$ cat src/rtl/branch_resolve_unit_if.sv
// branch_resolve_unit_if: fetch-prediction, flag-write and resolve signals of the branch resolve unit
interface branch_resolve_unit_if #(
    parameter int OPW = 6,
    parameter int PCW = 32,
    parameter int STAT_W = 16
);
    logic flag_we;
    logic fZero_in;
    logic fSign_in;
    logic fCarry_in;
    logic [PCW-1:0] fetch_pc;
    logic [OPW-1:0] fetch_opcode;
    logic pred_taken;
    logic res_valid;
    logic [OPW-1:0] res_opcode;
    logic [PCW-1:0] res_pc;
    logic [PCW-1:0] res_target;
    logic res_pred;
    logic redirect;
    logic [PCW-1:0] redirect_pc;
    logic res_taken;
    logic [2:0] flags_q;
    logic [STAT_W-1:0] n_branch;
    logic [STAT_W-1:0] n_mispred;
    modport master (
        output flag_we, fZero_in, fSign_in, fCarry_in, fetch_pc, fetch_opcode,
               res_valid, res_opcode, res_pc, res_target, res_pred,
        input  pred_taken, redirect, redirect_pc, res_taken, flags_q, n_branch, n_mispred
    );
    modport slave (
        input  flag_we, fZero_in, fSign_in, fCarry_in, fetch_pc, fetch_opcode,
               res_valid, res_opcode, res_pc, res_target, res_pred,
        output pred_taken, redirect, redirect_pc, res_taken, flags_q, n_branch, n_mispred
    );
endinterface

$ cat src/rtl/branch_resolve_unit.sv
// branch_resolve_unit: flag register, saturating-counter direction predictor and execute-stage branch resolver
module branch_resolve_unit #(
    parameter int OPW = 6,
    parameter int PCW = 32,
    parameter int BHT_DEPTH = 16,
    parameter int CTR_W = 2,
    parameter int STAT_W = 16
) (
    input logic clk,
    input logic rst,
    branch_resolve_unit_if.slave bus
);
    localparam int IDXW = $clog2(BHT_DEPTH);
    localparam logic [CTR_W-1:0] CTR_INIT = CTR_W'((1 << (CTR_W - 1)) - 1);
    localparam logic [CTR_W-1:0] CTR_MAX = '1;
    localparam logic [OPW-1:0] OP_J = OPW'(6'b101011);
    localparam logic [OPW-1:0] OP_JL = OPW'(6'b101000);
    localparam logic [OPW-1:0] OP_BZ = OPW'(6'b110001);
    localparam logic [OPW-1:0] OP_BNZ = OPW'(6'b110010);
    localparam logic [OPW-1:0] OP_BLTZ = OPW'(6'b110000);
    localparam logic [OPW-1:0] OP_BCY = OPW'(6'b101001);
    localparam logic [OPW-1:0] OP_BNCY = OPW'(6'b101010);

    function automatic logic isUncond(input logic [OPW-1:0] op);
        return op == OP_J || op == OP_JL;
    endfunction

    function automatic logic isCond(input logic [OPW-1:0] op);
        return op == OP_BZ || op == OP_BNZ || op == OP_BLTZ || op == OP_BCY || op == OP_BNCY;
    endfunction

    logic [CTR_W-1:0] bht [BHT_DEPTH];
    logic [2:0] flagsQ;
    logic redirectQ, resTakenQ;
    logic [PCW-1:0] redirectPcQ;
    logic [STAT_W-1:0] nBranchQ, nMispredQ;
    logic [IDXW-1:0] fetchIdx, resIdx;
    logic curZero, curSign, curCarry;
    logic resUncond, resCond, resBranch, taken, mispred;
    logic [CTR_W-1:0] ctrOld, ctrNext;

    assign fetchIdx = bus.fetch_pc[2 +: IDXW];
    assign resIdx = bus.res_pc[2 +: IDXW];
    assign bus.pred_taken = isUncond(bus.fetch_opcode) ? 1'b1 :
                            isCond(bus.fetch_opcode) ? bht[fetchIdx][CTR_W-1] : 1'b0;

    // Same-cycle ALU flags bypass the register so a branch right behind its compare resolves correctly
    always_comb begin
        curZero = bus.flag_we && bus.res_valid ? bus.fZero_in : flagsQ[0];
        curSign = bus.flag_we && bus.res_valid ? bus.fSign_in : flagsQ[1];
        curCarry = bus.flag_we && bus.res_valid ? bus.fCarry_in : flagsQ[2];
        resUncond = isUncond(bus.res_opcode);
        resCond = bus.res_valid && isCond(bus.res_opcode);
        resBranch = bus.res_valid && (resUncond || isCond(bus.res_opcode));
        taken = resUncond ||
                (bus.res_opcode == OP_BZ && curZero) ||
                (bus.res_opcode == OP_BNZ && !curZero) ||
                (bus.res_opcode == OP_BLTZ && curSign) ||
                (bus.res_opcode == OP_BCY && curCarry) ||
                (bus.res_opcode == OP_BNCY && !curCarry);
        mispred = taken != bus.res_pred;
        ctrOld = bht[resIdx];
        ctrNext = taken ? (ctrOld == CTR_MAX ? ctrOld : ctrOld + 1'b1) :
                          (ctrOld == '0 ? ctrOld : ctrOld - 1'b1);
    end

    always_ff @(posedge clk) begin
        if (rst) begin
            for (int i = 0; i < BHT_DEPTH; i++) bht[i] <= CTR_INIT;
            flagsQ <= '0;
            redirectQ <= 1'b0;
            resTakenQ <= 1'b0;
            redirectPcQ <= '0;
            nBranchQ <= '0;
            nMispredQ <= '0;
        end else begin
            if (bus.flag_we) flagsQ <= {bus.fCarry_in, bus.fSign_in, bus.fZero_in};
            redirectQ <= resBranch && mispred;
            resTakenQ <= resBranch && taken;
            if (resBranch) begin
                redirectPcQ <= taken ? bus.res_target : bus.res_pc + PCW'(4);
                nBranchQ <= nBranchQ + 1'b1;
                if (mispred) nMispredQ <= nMispredQ + 1'b1;
            end
            if (resCond) bht[resIdx] <= ctrNext;
        end
    end

    assign bus.flags_q = flagsQ;
    assign bus.redirect = redirectQ;
    assign bus.redirect_pc = redirectPcQ;
    assign bus.res_taken = resTakenQ;
    assign bus.n_branch = nBranchQ;
    assign bus.n_mispred = nMispredQ;
endmodule

$ cat src/flat_wrapper.sv
// flat-port wrapper written by rule: the top's interface ports become plain ports
module branch_resolve_unit_flat 
#(
    parameter int OPW = 6,
    parameter int PCW = 32,
    parameter int BHT_DEPTH = 16,
    parameter int CTR_W = 2,
    parameter int STAT_W = 16
)
  (clk, rst, bus_flag_we, bus_fZero_in, bus_fSign_in, bus_fCarry_in, bus_fetch_pc, bus_fetch_opcode, bus_res_valid, bus_res_opcode, bus_res_pc, bus_res_target, bus_res_pred, bus_pred_taken, bus_redirect, bus_redirect_pc, bus_res_taken, bus_flags_q, bus_n_branch, bus_n_mispred);
  branch_resolve_unit_if #(.OPW(OPW), .PCW(PCW), .STAT_W(STAT_W)) bus_i ();
  input logic clk;
  input logic rst;
  input wire logic [$bits(bus_i.flag_we)-1:0] bus_flag_we;
  input wire logic [$bits(bus_i.fZero_in)-1:0] bus_fZero_in;
  input wire logic [$bits(bus_i.fSign_in)-1:0] bus_fSign_in;
  input wire logic [$bits(bus_i.fCarry_in)-1:0] bus_fCarry_in;
  input wire logic [$bits(bus_i.fetch_pc)-1:0] bus_fetch_pc;
  input wire logic [$bits(bus_i.fetch_opcode)-1:0] bus_fetch_opcode;
  input wire logic [$bits(bus_i.res_valid)-1:0] bus_res_valid;
  input wire logic [$bits(bus_i.res_opcode)-1:0] bus_res_opcode;
  input wire logic [$bits(bus_i.res_pc)-1:0] bus_res_pc;
  input wire logic [$bits(bus_i.res_target)-1:0] bus_res_target;
  input wire logic [$bits(bus_i.res_pred)-1:0] bus_res_pred;
  output wire logic [$bits(bus_i.pred_taken)-1:0] bus_pred_taken;
  output wire logic [$bits(bus_i.redirect)-1:0] bus_redirect;
  output wire logic [$bits(bus_i.redirect_pc)-1:0] bus_redirect_pc;
  output wire logic [$bits(bus_i.res_taken)-1:0] bus_res_taken;
  output wire logic [$bits(bus_i.flags_q)-1:0] bus_flags_q;
  output wire logic [$bits(bus_i.n_branch)-1:0] bus_n_branch;
  output wire logic [$bits(bus_i.n_mispred)-1:0] bus_n_mispred;
  assign bus_i.flag_we = bus_flag_we;
  assign bus_i.fZero_in = bus_fZero_in;
  assign bus_i.fSign_in = bus_fSign_in;
  assign bus_i.fCarry_in = bus_fCarry_in;
  assign bus_i.fetch_pc = bus_fetch_pc;
  assign bus_i.fetch_opcode = bus_fetch_opcode;
  assign bus_i.res_valid = bus_res_valid;
  assign bus_i.res_opcode = bus_res_opcode;
  assign bus_i.res_pc = bus_res_pc;
  assign bus_i.res_target = bus_res_target;
  assign bus_i.res_pred = bus_res_pred;
  assign bus_pred_taken = bus_i.pred_taken;
  assign bus_redirect = bus_i.redirect;
  assign bus_redirect_pc = bus_i.redirect_pc;
  assign bus_res_taken = bus_i.res_taken;
  assign bus_flags_q = bus_i.flags_q;
  assign bus_n_branch = bus_i.n_branch;
  assign bus_n_mispred = bus_i.n_mispred;
  branch_resolve_unit #(.OPW(OPW), .PCW(PCW), .BHT_DEPTH(BHT_DEPTH), .CTR_W(CTR_W), .STAT_W(STAT_W)) u_core (.clk(clk), .rst(rst), .bus(bus_i));
endmodule
$ cat config.mk
export PLATFORM = sky130hd
export DESIGN_NAME = branch_resolve_unit_flat
export DESIGN_NICKNAME = d
export VERILOG_FILES = /design/src/rtl/branch_resolve_unit_if.sv /design/src/rtl/branch_resolve_unit.sv /design/src/flat_wrapper.sv
export SDC_FILE = /design/constraint.sdc
export NUM_CORES = 1
export LEC_CHECK = 0
export BUFFER_PORTS_ARGS = -buffer_cell sky130_fd_sc_hd__buf_2
export CAP_MARGIN = 0
export CELL_PAD_IN_SITES_DETAIL_PLACEMENT = 1
export CELL_PAD_IN_SITES_GLOBAL_PLACEMENT = 1
export CORE_MARGIN = 10
export CORE_UTILIZATION = 39
export CTS_BUF_LIST = sky130_fd_sc_hd__clkbuf_4 sky130_fd_sc_hd__clkbuf_8
export CTS_CLUSTER_SIZE = 25
export DETAILED_ROUTE_END_ITERATION = 8
export GPL_ROUTABILITY_DRIVEN = 0
export GPL_TIMING_DRIVEN = 0
export PLACE_DENSITY = 0.92
export SYNTH_ARGS = -nofsm -noshare
export SYNTH_HDL_FRONTEND = slang
export SYNTH_SLANG_ARGS = --single-unit
export TNS_END_PERCENT = 1
$ cat constraint.sdc
create_clock -name clk -period 3.4 [get_ports clk]
set_input_delay 0.51 -clock clk [delete_from_list [all_inputs] [get_ports clk]]
set_output_delay 0.51 -clock clk [all_outputs]
set_load 0.005 [all_outputs]
Yosys cells after proc, flatten, opt, wreduce, memory -nomap -nowiden --
Memories as Yosys holds them, arrays and structs flattened. Cells that the tools add are included.
Operators by class: add/subtract/negate cells 5, eq/ne operators 16, muxes and demuxes 17, reductions and logical operators 31
Operators with widths (count):
- == test 6 bit (second input constant) | 14
- adder 16 x 1 -> 16 bit (second input constant) | 2
- adder 32 x 3 -> 32 bit (second input constant) | 1
- 2-to-1 mux 32 bit | 1
- logical OR 1 bit | 16
- 2-to-1 mux 1 bit | 11
- logical AND 1 bit | 10
- 2-to-1 mux 2 bit | 4
- 2-to-1 mux 4 bit | 1
- adder 2 x 1 -> 2 bit (second input constant) | 1
- == test 2 bit (second input constant) | 1
- logical NOT 1 bit | 2
- logical NOT 2 bit | 1
- AND reduction 2 bit | 1
- OR reduction 2 bit | 1
- subtractor 2 x 1 -> 2 bit (second input constant) | 1
- != test 1 bit | 1
Storage, ports and cells: bits in registers 69, memory bits (writable) 32, bits of input ports 116, output and inout bits 70, logic and storage cells 76, memories 1
Memories:
- u_core.bht | words 16, bits a word 2, rd ports 2, clocked after Yosys merged registers in 0, write ports 16, line branch_resolve_unit.sv:32 | logic [CTR_W-1:0] bht [BHT_DEPTH];

Longest topological paths before layout --
Gate-level depths: netlist (run 1).
word-level depth 11, depth in mapped cells 11, gate-level depth less buffers 8

Worst setup path before layout (run 1) --
No wires, ideal clock.
kind in2reg, start input bus_res_pc[2], end memory u_core.bht[11][1], data pin, library setup time 0.266 ns, data arrival time 2.261 ns, data required time 3.134 ns, setup slack 0.872 ns, stages on the path 7, path buffers 2, cell sequence buf_2 -> mux4_2 -> mux4_2 -> inv_1 -> maj3_2 -> buf_2 -> nor3_1
RTL lines:
- start, declared | line flat_wrapper.sv:22 | input wire logic [$bits(bus_i.res_pc)-1:0] bus_res_pc;
- end, declared | line branch_resolve_unit.sv:32

==> results of run 1 <==
[synthesized netlist by cell type, types with 2 or more instances]
cell / number / area [sq um]
nor2_1: 71 / 267
dfxtp_1: 69 / 1380
nand2_1: 63 / 236
a21oi_1: 42 / 210
o21ai_0: 34 / 170
edfxtp_1: 32 / 961
nand3b_1: 27 / 203
nand3_1: 25 / 125
nor3_1: 25 / 125
xor2_1: 23 / 201
xnor2_1: 22 / 193
clkbuf_1: 20 / 75.1
or2_2: 17 / 106
nand4_1: 16 / 100
mux4_2: 14 / 315
buf_2: 13 / 65.1
or3_1: 12 / 75.1
and3_1: 10 / 62.6
inv_1: 10 / 37.5
mux2i_1: 7 / 70.1
nor4_1: 7 / 43.8
ha_1: 6 / 75.1
nor2b_1: 6 / 37.5
and4_1: 5 / 43.8
nand2b_1: 5 / 31.3
o211ai_1: 5 / 37.5
a311oi_1: 4 / 35.0
o31ai_1: 4 / 30.0
a21bo_1: 3 / 30.0
a31oi_1: 3 / 18.8
and2_1: 3 / 18.8
buf_6: 3 / 33.8
a211o_1: 2 / 17.5
buf_1: 2 / 7.51
buf_4: 2 / 15.0
maj3_2: 2 / 22.5
nand4bb_1: 2 / 22.5
or2_1: 2 / 12.5
[worst max-delay path by stage]
stage,cells after the start,start,slack (ns),endpoint
floorplan,7,bus_res_pc[2],0.87,u_core.bht[11][1]
global placement,8,bus_res_pc[2],0.43,u_core.bht[12][1]
detailed placement,8,bus_res_pc[2],0.35,u_core.bht[8][1]
CTS,7,u_core.bht[1][1],0.42,bus_pred_taken
global route,7,u_core.bht[10][1],0.34,bus_pred_taken
finish,7,u_core.bht[10][1],0.42,bus_pred_taken
[cell type report]
| cell class | instances | area share |
|---|---|---|
| buffer | 40 | 0.0284 |
| multi-input combinational | 486 | 0.454 |
| antenna | 1 | 0.000362 |
| clock inverter | 5 | 0.00851 |
| tap | 184 | 0.0333 |
| inverter | 10 | 0.00543 |
| timing repair buffer | 154 | 0.111 |
| sequential | 101 | 0.339 |
| clock buffer | 11 | 0.0201 |
[layer usage]
layer / wire (microns) / global-route usage / share of wire
met1: 8050 / 0.212 / 0.42
met2: 9710 / 0.336 / 0.50
met3: 1270 / 0.0521 / 0.065
met4: 336 / 0.0636 / 0.017
met5: 0 / 0 / 0
[power by group through the flow]
stage               clock network (W)  registers [W]  logic (W)
floorplan                           0        0.00130   0.000169
global placement                    0        0.00130   0.000304
detailed placement                  0        0.00130   0.000313
CTS                          0.000831        0.00127   0.000314
global route                 0.000870        0.00127   0.000345
finish                       0.000814        0.00127   0.000314
[per-stage QoR]
stage	util	instance area [sq um]
global placement	0.465	6710
global route	0.479	6910
CTS	0.479	6910
floorplan	-	5710
detailed placement	0.465	6710
finish	0.479	6910
[tightest hold or removal path, delay by kind of cell]
family | cells | cell delay [ns]
buf+inv | 1 | 0.09
simple gates | 1 | 0.07
mux | 1 | 0.06
[cell families after synthesis]
| logic type | Yosys count | synth area share |
|---|---|---|
| simple gates | 303 | 0.279 |
| compound gates | 108 | 0.115 |
| flops | 101 | 0.410 |
| buf+inv | 50 | 0.0410 |
| xor+xnor | 45 | 0.0690 |
| mux | 22 | 0.0694 |
| fa+ha+maj | 8 | 0.0171 |
[flip-flops by register name, summed over array words and instances, names as in the netlist]
signal and count:
u_core.bht 32, u_core.bus.redirect_pc 32, u_core.bus.n_branch 16, u_core.bus.n_mispred 16
u_core.bus.flags_q 3, u_core.bus.redirect 1, u_core.bus.res_taken 1
==> results.md, run 1 <==
- Critical path cell sequence: mux4_2 > mux4_2 > nand3b_1 > o21ai_0 > nor2b_1 > o211a_1 > buf_2
- Post-CTS Setup Inserts: 0
- Area growth, synth to finish: 21.0%
- Net Count, Synth: between 700 and 800
- Commonest non-fill, non-tap cell in the layout: buf_2
- R2R cell count: 7
- Syn. warnings: 0
- Final total power: 0.00240 W
- Critical hold path startpoint: bus_fCarry_in
- CTS resizes: 0
- Nets: around 920
- Clock Power Share: 0.339
- First-pass GRT wire length: 30500 microns
- Crit path max-delay cell type: mux4_2
- Fillcell total: approximately 1800
- Setup CP Type: reg -> out
- Worst-margin pin slew: around 1.0 ns
- Hold Slack: ~0.38 ns
- Pre-Repair DR Iteration Count: 4
- Worst hold path cell count: 3
- Final Max Slew Viols: 0
- Most frequent cells in the layout: buf_2, nor2_1, dfxtp_1
- Final Hold Violating Endpoints: 0
- Multi-input gate area: between 3000 and 4000 sq um
- Layout Skew: between 0.01 and 0.015 ns
- Logic gate share of total power: 0.131
- Root buf cell: clkbuf_8
- Hold_buf cts: 0
- Switching Fraction: 0.269
- CP delay by family, top: multiplexers
- Core box area: around 14000 sq um
- Startpoint types: flip-flop
- R2r setup slk: about 0.93 ns
- Vias in the first global route: ~5800
- Sequential area share after synthesis: 0.410
- Critical Path RT: approximately 2.9 ns
- Seq pwr share: 0.530
- Overall die area: just under 20000 sq um
- Yosys reg bits: ~100
- Synth Area per Inst: 8.97 sq um
- Detailed Place HPWL: between 15000 and 20000 microns
- Synth Cell Area: 5710 sq um
- Fmax: roughly 340 MHz
- CTS H-Tree Depth: 3
- Cells after synthesis: around 640
- Placed insts: ~980
- Fin cells: roughly 990
- Area occupied by registers: about 2300 sq um
- GRT Residual Overflow: 0
- Final setup fails: 0
- Power Density: between 300 and 400 nW/um^2
- Cell mode on critical path: mux4_2
- CTS tree: built
- Number of I/O pins: ~190
- Die Width: ~140 microns
- Largest net degree at the start of global routing: 18
- Vias/cell: 5.50
- Max clock buf depth: 2
- P_sw: ~0.00064 W
- Initial antenna violation count: 1
- Detailed-route via count: approximately 5500
- Buf/Inv on CP: 1
- CP max stage delay: 0.51 ns
- RR Endpoint: u_core.bht[8][1]
- Initial Util: 0.396
- TritonCTS buffer count: 9
- CP arrival: ~2.5 ns
- Final antenna-violating net count: 0
- Clock transition at path regs: ~0.10 ns
- Period minus WS final: 2.98 ns
- Internal power: about 0.0018 W
- Total of max-cap violations: 0
- Layout cells sized above 1: 0.286
- Final WL: 19400 microns
- Detailed Route Iter0 Violations: a little under 300
- RSZ-0062 raised after global routing: no
- Post-synth cell types: 57
- Crit end category: output pin
- DR WL/cell: 19.5 microns
- Clock Latency Late Sink: a little under 0.4 ns
- # DRC: 0
- Row count: between 40 and 50
- Final Cycle Share: 0.876
- Hold Path End: u_core.bus.flags_q[2]
- Total Routing Usage GR: 0.189
- Pleak: approximately 2.7 nW
- Setup WS pre-CTS: 0.354 ns
- Worst min path class: in -> reg
- Maximum vdd drop: roughly 0.00017 V
- Post-synth EDFFs: 32
- Clock sink count: between 100 and 150
- Setup TNS: 0 ns
- Status: finished clean
- Worst slew margin: 0.310
- Worst r2r src: u_core.bus.flags_q[1]
- Most common flop cell mapped by yosys: dfxtp_1
- Crit-path max FO: 2
- I/O Buffers: roughly 150
- Final worst slack: 0.421 ns
- Async SR Flop Fraction: 0
- Die H: around 140 microns
No activity file was read; power rests on OpenSTA's default activity.
==> run 2: changes to the inputs <==
CAP_MARGIN = default   (was 0)
PLACE_DENSITY = 0.91   (was 0.92)
==> results.md, run 2 (synthesis results as in run 1) <==
- Fillcell total: 1810 (+0.33%)
- Commonest non-fill, non-tap cell in the layout: buf_2
- Setup WS pre-CTS: 0.347 ns (-0.00699 ns)
- Fmax: 340 MHz (+1.3%)
- First-pass GRT wire length: 31000 microns (+1.6%)
- Worst-margin pin slew: 1.09 ns (+0.0650 ns)
- Final Hold Violating Endpoints: 0 (unchanged)
- Nets: 924 (unchanged)
- Post-CTS Setup Inserts: 0 (unchanged)
- Total of max-cap violations: 0 (unchanged)
- CTS tree: built
- CP arrival: 2.43 ns (-0.04 ns)
- Critical hold path startpoint: bus_fZero_in
- Number of I/O pins: 186 (unchanged)
- Row count: 44 (unchanged)
- Final worst slack: 0.459 ns (+0.0375 ns)
- Clock sink count: 101 (unchanged)
- Worst min path class: in -> reg
- # diodes: 0 (-1)
- Overall die area: 19900 sq um (unchanged)
- GRT Residual Overflow: 0 (unchanged)
- Clock transition at path regs: 0.11 ns (about the same)
- CTS resizes: 0 (unchanged)
- Final WL: 19600 microns (+1.2%)
- Area growth, synth to finish: 21.4%
- Root buf cell: clkbuf_8
- Vias/cell: 5.47 (-0.67%)
- Detailed-route via count: 5416 (-0.77%)
- Max clock buf depth: 2 (unchanged)
- Core box area: 14400 sq um (unchanged)
- Buf/Inv on CP: 1 (unchanged)
- R2R cell count: 10 (+3)
- Hold_buf cts: 0 (unchanged)
- Setup TNS: 0 ns (unchanged)
- Worst slew margin: 0.266 (-0.0437)
- Crit-path max FO: 2 (unchanged)
- TritonCTS buffer count: 9 (unchanged)
- Crit path max-delay cell type: mux4_2
- Detailed Place HPWL: 15400 microns (+0.35%)
- Initial Util: 0.396 (unchanged)
- Die Width: 141 microns (unchanged)
- Total Routing Usage GR: 0.192 (+0.00314)
- Vias in the first global route: 5823 (+0.15%)
- Detailed Route Iter0 Violations: 185 (-38%)
- Critical Path RT: 2.89 ns (about the same)
- RSZ-0062 raised after global routing: no
- Pre-Repair DR Iteration Count: 5 (+1)
- Status: finished clean
- Pleak: 2.75 nW (+0.35%)
- Cell mode on critical path: mux4_2
- Final core occ: 0.481 (+0.00147)
- Largest net degree at the start of global routing: 17 (-1)
- Maximum vdd drop: 0.000164 V (-2.7%)
- Period minus WS final: 2.94 ns (-0.0375 ns)
- Worst hold path cell count: 3 (unchanged)
- CTS H-Tree Depth: 3 (unchanged)
- Critical path cell sequence: mux4_2 > mux4_2 > nand3b_1 > o21ai_0 > nor2b_1 > o211a_1 > buf_2
- Die H: 141 microns (unchanged)
- CP startpoint: u_core.bht[10][1]
- CP delay by family, top: multiplexers
- Fin cells: 991 (-0.10%)
- Final total power: 0.00247 W (+3.1%)
- Crit end category: output pin
- Initial antenna violation count: 3 (+2)
- Layout Skew: 0.0171 ns (+0.00509 ns)
- I/O Buffers: 154 (unchanged)
- Placed insts: 975 (unchanged)
- Most frequent cells in the layout: buf_2, nor2_1, dfxtp_1
- Final antenna-violating net count: 0 (unchanged)
- DR WL/cell: 19.8 microns (+1.3%)
- CP max stage delay: 0.50 ns (about the same)
- Layout cells sized above 1: 0.286 (unchanged)
- Worst r2r src: u_core.bus.flags_q[0]
- Worst path depth: 7 (unchanged)
- Startpoint types: flip-flop
- # DRC: 0 (unchanged)
- Power Density: 356 nW/um^2 (+2.8%)
- Final Max Slew Viols: 0 (unchanged)
- Clock Latency Late Sink: 0.39 ns (about the same)
- Final Cycle Share: 0.865 (-0.0110)
- Final setup fails: 0 (unchanged)
- Setup CP Type: reg -> out
[run 2: changes by cell type in the layout (fill, tap and decap cells not counted)]
cell	delta
bufinv_16	+1
diode_2	-1
inv_4	-1
[run 2: worst register-to-register path, cell delays in order, from the launching register on]
cell and delay, ns:
dfxtp_1 0.37, a21bo_1 0.23, and4_4 0.17, or2_1 0.22, buf_6 0.14, a21oi_1 0.33, buf_2 0.42, buf_4 0.26
nand2_1 0.09, o211ai_1 0.11, a21oi_1 0.09
[run 2: power breakdown]
part           switching [W]  internal (W)
Combinational       0.000182      0.000132
Sequential         0.0000114       0.00126
Clock               0.000451      0.000436
Total               0.000645       0.00183
[run 2: worst paths after layout]
kind	endpoint	slack [ns]
setup / recovery	bus_pred_taken	0.46
hold / removal	u_core.bus.flags_q[0]	0.38
setup reg to reg	u_core.bus.redirect_pc[25]	0.85
hold reg to reg	u_core.bus.redirect_pc[8]	0.47
[run 2: area by class of cell]
class | instances | area (sq um) | share of cell area
clock buffers | 11 | 139 | 0.0200
inverters | 10 | 37.5 | 0.00541
multi-input cells | 486 | 3140 | 0.452
well taps | 184 | 230 | 0.0332
repair buffers | 154 | 771 | 0.111
clock inverters | 5 | 82.6 | 0.0119
plain buffers | 40 | 196 | 0.0283
flip-flops and latches | 101 | 2340 | 0.338
[run 2: metal layers]
layer	global-route usage	part of all wire	up-vias
li1	-	-	2619
met3	0.0595	0.073	23
met5	0	0.0023	-
met4	0.0478	0.012	6
met2	0.338	0.50	147
met1	0.220	0.41	2621
[run 2: per-stage QoR]
| stage | hold slack [ns] | area (sq um) |
|---|---|---|
| after CTS | 0.371 | 6930 |
| after global routing | 0.380 | 6930 |
| final | 0.383 | 6930 |
| after floorplan | 0.453 | 5710 |
| after detailed placement | 0.454 | 6710 |
| after global placement | 0.439 | 6710 |
==> run 3: changes to the inputs <==
RECOVER_POWER = 50   (was default)
==> results.md, run 3 (synthesis results as in run 1) <==
- Largest net degree at the start of global routing: 17 (unchanged)
- Hold Slack: 0.384 ns (+0.000488 ns)
- Clock Power Share: 0.360 (about the same)
- Row count: 44 (unchanged)
- Setup TNS: 0 ns (unchanged)
- CP arrival: 2.43 ns (about the same)
- Logic gate share of total power: 0.126 (about the same)
- Post-CTS Setup Inserts: 0 (unchanged)
- Switching Fraction: 0.261 (about the same)
- R2r setup slk: 0.89 ns (+0.04 ns)
- Hold_buf cts: 0 (unchanged)
- Most frequent cells in the layout: buf_2, clkbuf_1, nor2_1
- TritonCTS buffer count: 9 (unchanged)
- Vias/cell: 5.43 (-0.63%)
- Nets: 924 (unchanged)
- Power Density: 361 nW/um^2 (+1.3%)
- Crit end category: output pin
- First-pass GRT wire length: 31000 microns (unchanged)
- CTS tree: built
- Seq pwr share: 0.515 (about the same)
- Final setup fails: 0 (unchanged)
- Worst min path class: in -> reg
- I/O Buffers: 154 (unchanged)
- Area occupied by registers: 2340 sq um (unchanged)
- Final Max Slew Viols: 0 (unchanged)
- Detailed Route Iter0 Violations: 210 (+14%)
- Detailed Place HPWL: 15400 microns (unchanged)
- Startpoint types: flip-flop
- Root buf cell: clkbuf_8
- Area growth, synth to finish: 19.6%
- Clock Latency Late Sink: 0.38 ns (about the same)
- Multi-input gate area: 3120 sq um (-0.56%)
- Max clock buf depth: 2 (unchanged)
- Initial Util: 0.396 (unchanged)
- Period minus WS final: 2.94 ns (-0.00138 ns)
- GRT Residual Overflow: 0 (unchanged)
- Vias in the first global route: 5823 (unchanged)
- Core box area: 14400 sq um (unchanged)
- # diodes: 0 (unchanged)
- Number of I/O pins: 186 (unchanged)
- Overall die area: 19900 sq um (unchanged)
- Die Width: 141 microns (unchanged)
- Internal power: 0.00182 W (-0.18%)
- Clock sink count: 101 (unchanged)
- Pleak: 2.45 nW (-11%)
- Worst-margin pin slew: 1.10 ns (+0.0106 ns)
- Clock transition at path regs: 0.10 ns (about the same)
- Die H: 141 microns (unchanged)
- Fillcell total: 1826 (+0.88%)
- Commonest non-fill, non-tap cell in the layout: buf_2
- Initial antenna violation count: 3 (unchanged)
- Crit-path max FO: 2 (unchanged)
- Setup CP Type: reg -> out
- CTS H-Tree Depth: 3 (unchanged)
- Status: finished clean
- Final WL: 19600 microns (-0.21%)
- Maximum vdd drop: 0.000163 V (-0.53%)
- RSZ-0062 raised after global routing: no
- Final Hold Violating Endpoints: 0 (unchanged)
- Layout cells sized above 1: 0.201 (-0.0855)
- Critical Path RT: 2.89 ns (about the same)
- Layout Skew: 0.0166 ns (-0.000494 ns)
- Final Cycle Share: 0.865 (about the same)
- Total of max-cap violations: 0 (unchanged)
- Detailed-route via count: 5382 (-0.63%)
- Final antenna-violating net count: 0 (unchanged)
- Pre-Repair DR Iteration Count: 4 (-1)
- CTS resizes: 0 (unchanged)
- Worst slew margin: 0.259 (-0.00716)
- # DRC: 0 (unchanged)
- Fmax: 340 MHz (about the same)
- Final total power: 0.00247 W (-0.14%)
- DR WL/cell: 19.7 microns (-0.21%)
- P_sw: 0.000644 W (about the same)
- Total Routing Usage GR: 0.192 (unchanged)
run 3: worst max-delay path, stage by stage (launching register included):
cell	delay (ns)
edfxtp_1	0.43
mux4_2	0.49
mux4_2	0.50
nand3b_1	0.12
o21ai_0	0.08
nor2b_1	0.13
o211a_1	0.19
buf_2	0.12
run 3: worst paths after layout:
kind / start / end / depth (start not counted)
min reg2reg: u_core.bus.redirect_pc[8] / u_core.bus.redirect_pc[8] / 2
max: u_core.bht[15][1] / bus_pred_taken / 7
min: bus_fZero_in / u_core.bus.flags_q[0] / 3
max reg2reg: u_core.bus.flags_q[0] / u_core.bus.redirect_pc[25] / 10
run 3: stage by stage:
stage          area [sq um]   util  std cells  worst slack, ns
2_1_floorplan          5710      -        637            0.872
3_3_place_gp           6710  0.465        975            0.418
3_5_place_dp           6710  0.465        975            0.347
4_1_cts                6930  0.481        991            0.432
5_1_grt                6830  0.474        991            0.334
6_report               6830  0.474        991            0.460
run 3: final cells by class:
type	count	area share
plain buffers	40	0.0284
clock inverters	5	0.0121
repair buffers	154	0.101
well taps	184	0.0337
clock buffers	11	0.0203
flip-flops and latches	101	0.343
inverters	10	0.00549
multi-input cells	486	0.456
run 3: metal layers:
| metal | part of all wire | track usage | wire (microns) | vias up |
|---|---|---|---|---|
| met5 | 0.0024 | 0 | 46 | - |
| met4 | 0.010 | 0.0478 | 201 | 6 |
| met3 | 0.078 | 0.0595 | 1520 | 20 |
| met2 | 0.50 | 0.338 | 9760 | 151 |
| met1 | 0.41 | 0.220 | 8020 | 2592 |
| li1 | - | - | - | 2613 |
run 3: power by group through the flow:
| stage | registers [W] | clock network, W | logic (W) |
|---|---|---|---|
| floorplan | 0.00130 | 0 | 0.000169 |
| global placement | 0.00130 | 0 | 0.000304 |
| detailed placement | 0.00130 | 0 | 0.000313 |
| CTS | 0.00127 | 0.000902 | 0.000315 |
| global route | 0.00127 | 0.000950 | 0.000340 |
| finish | 0.00127 | 0.000888 | 0.000310 |
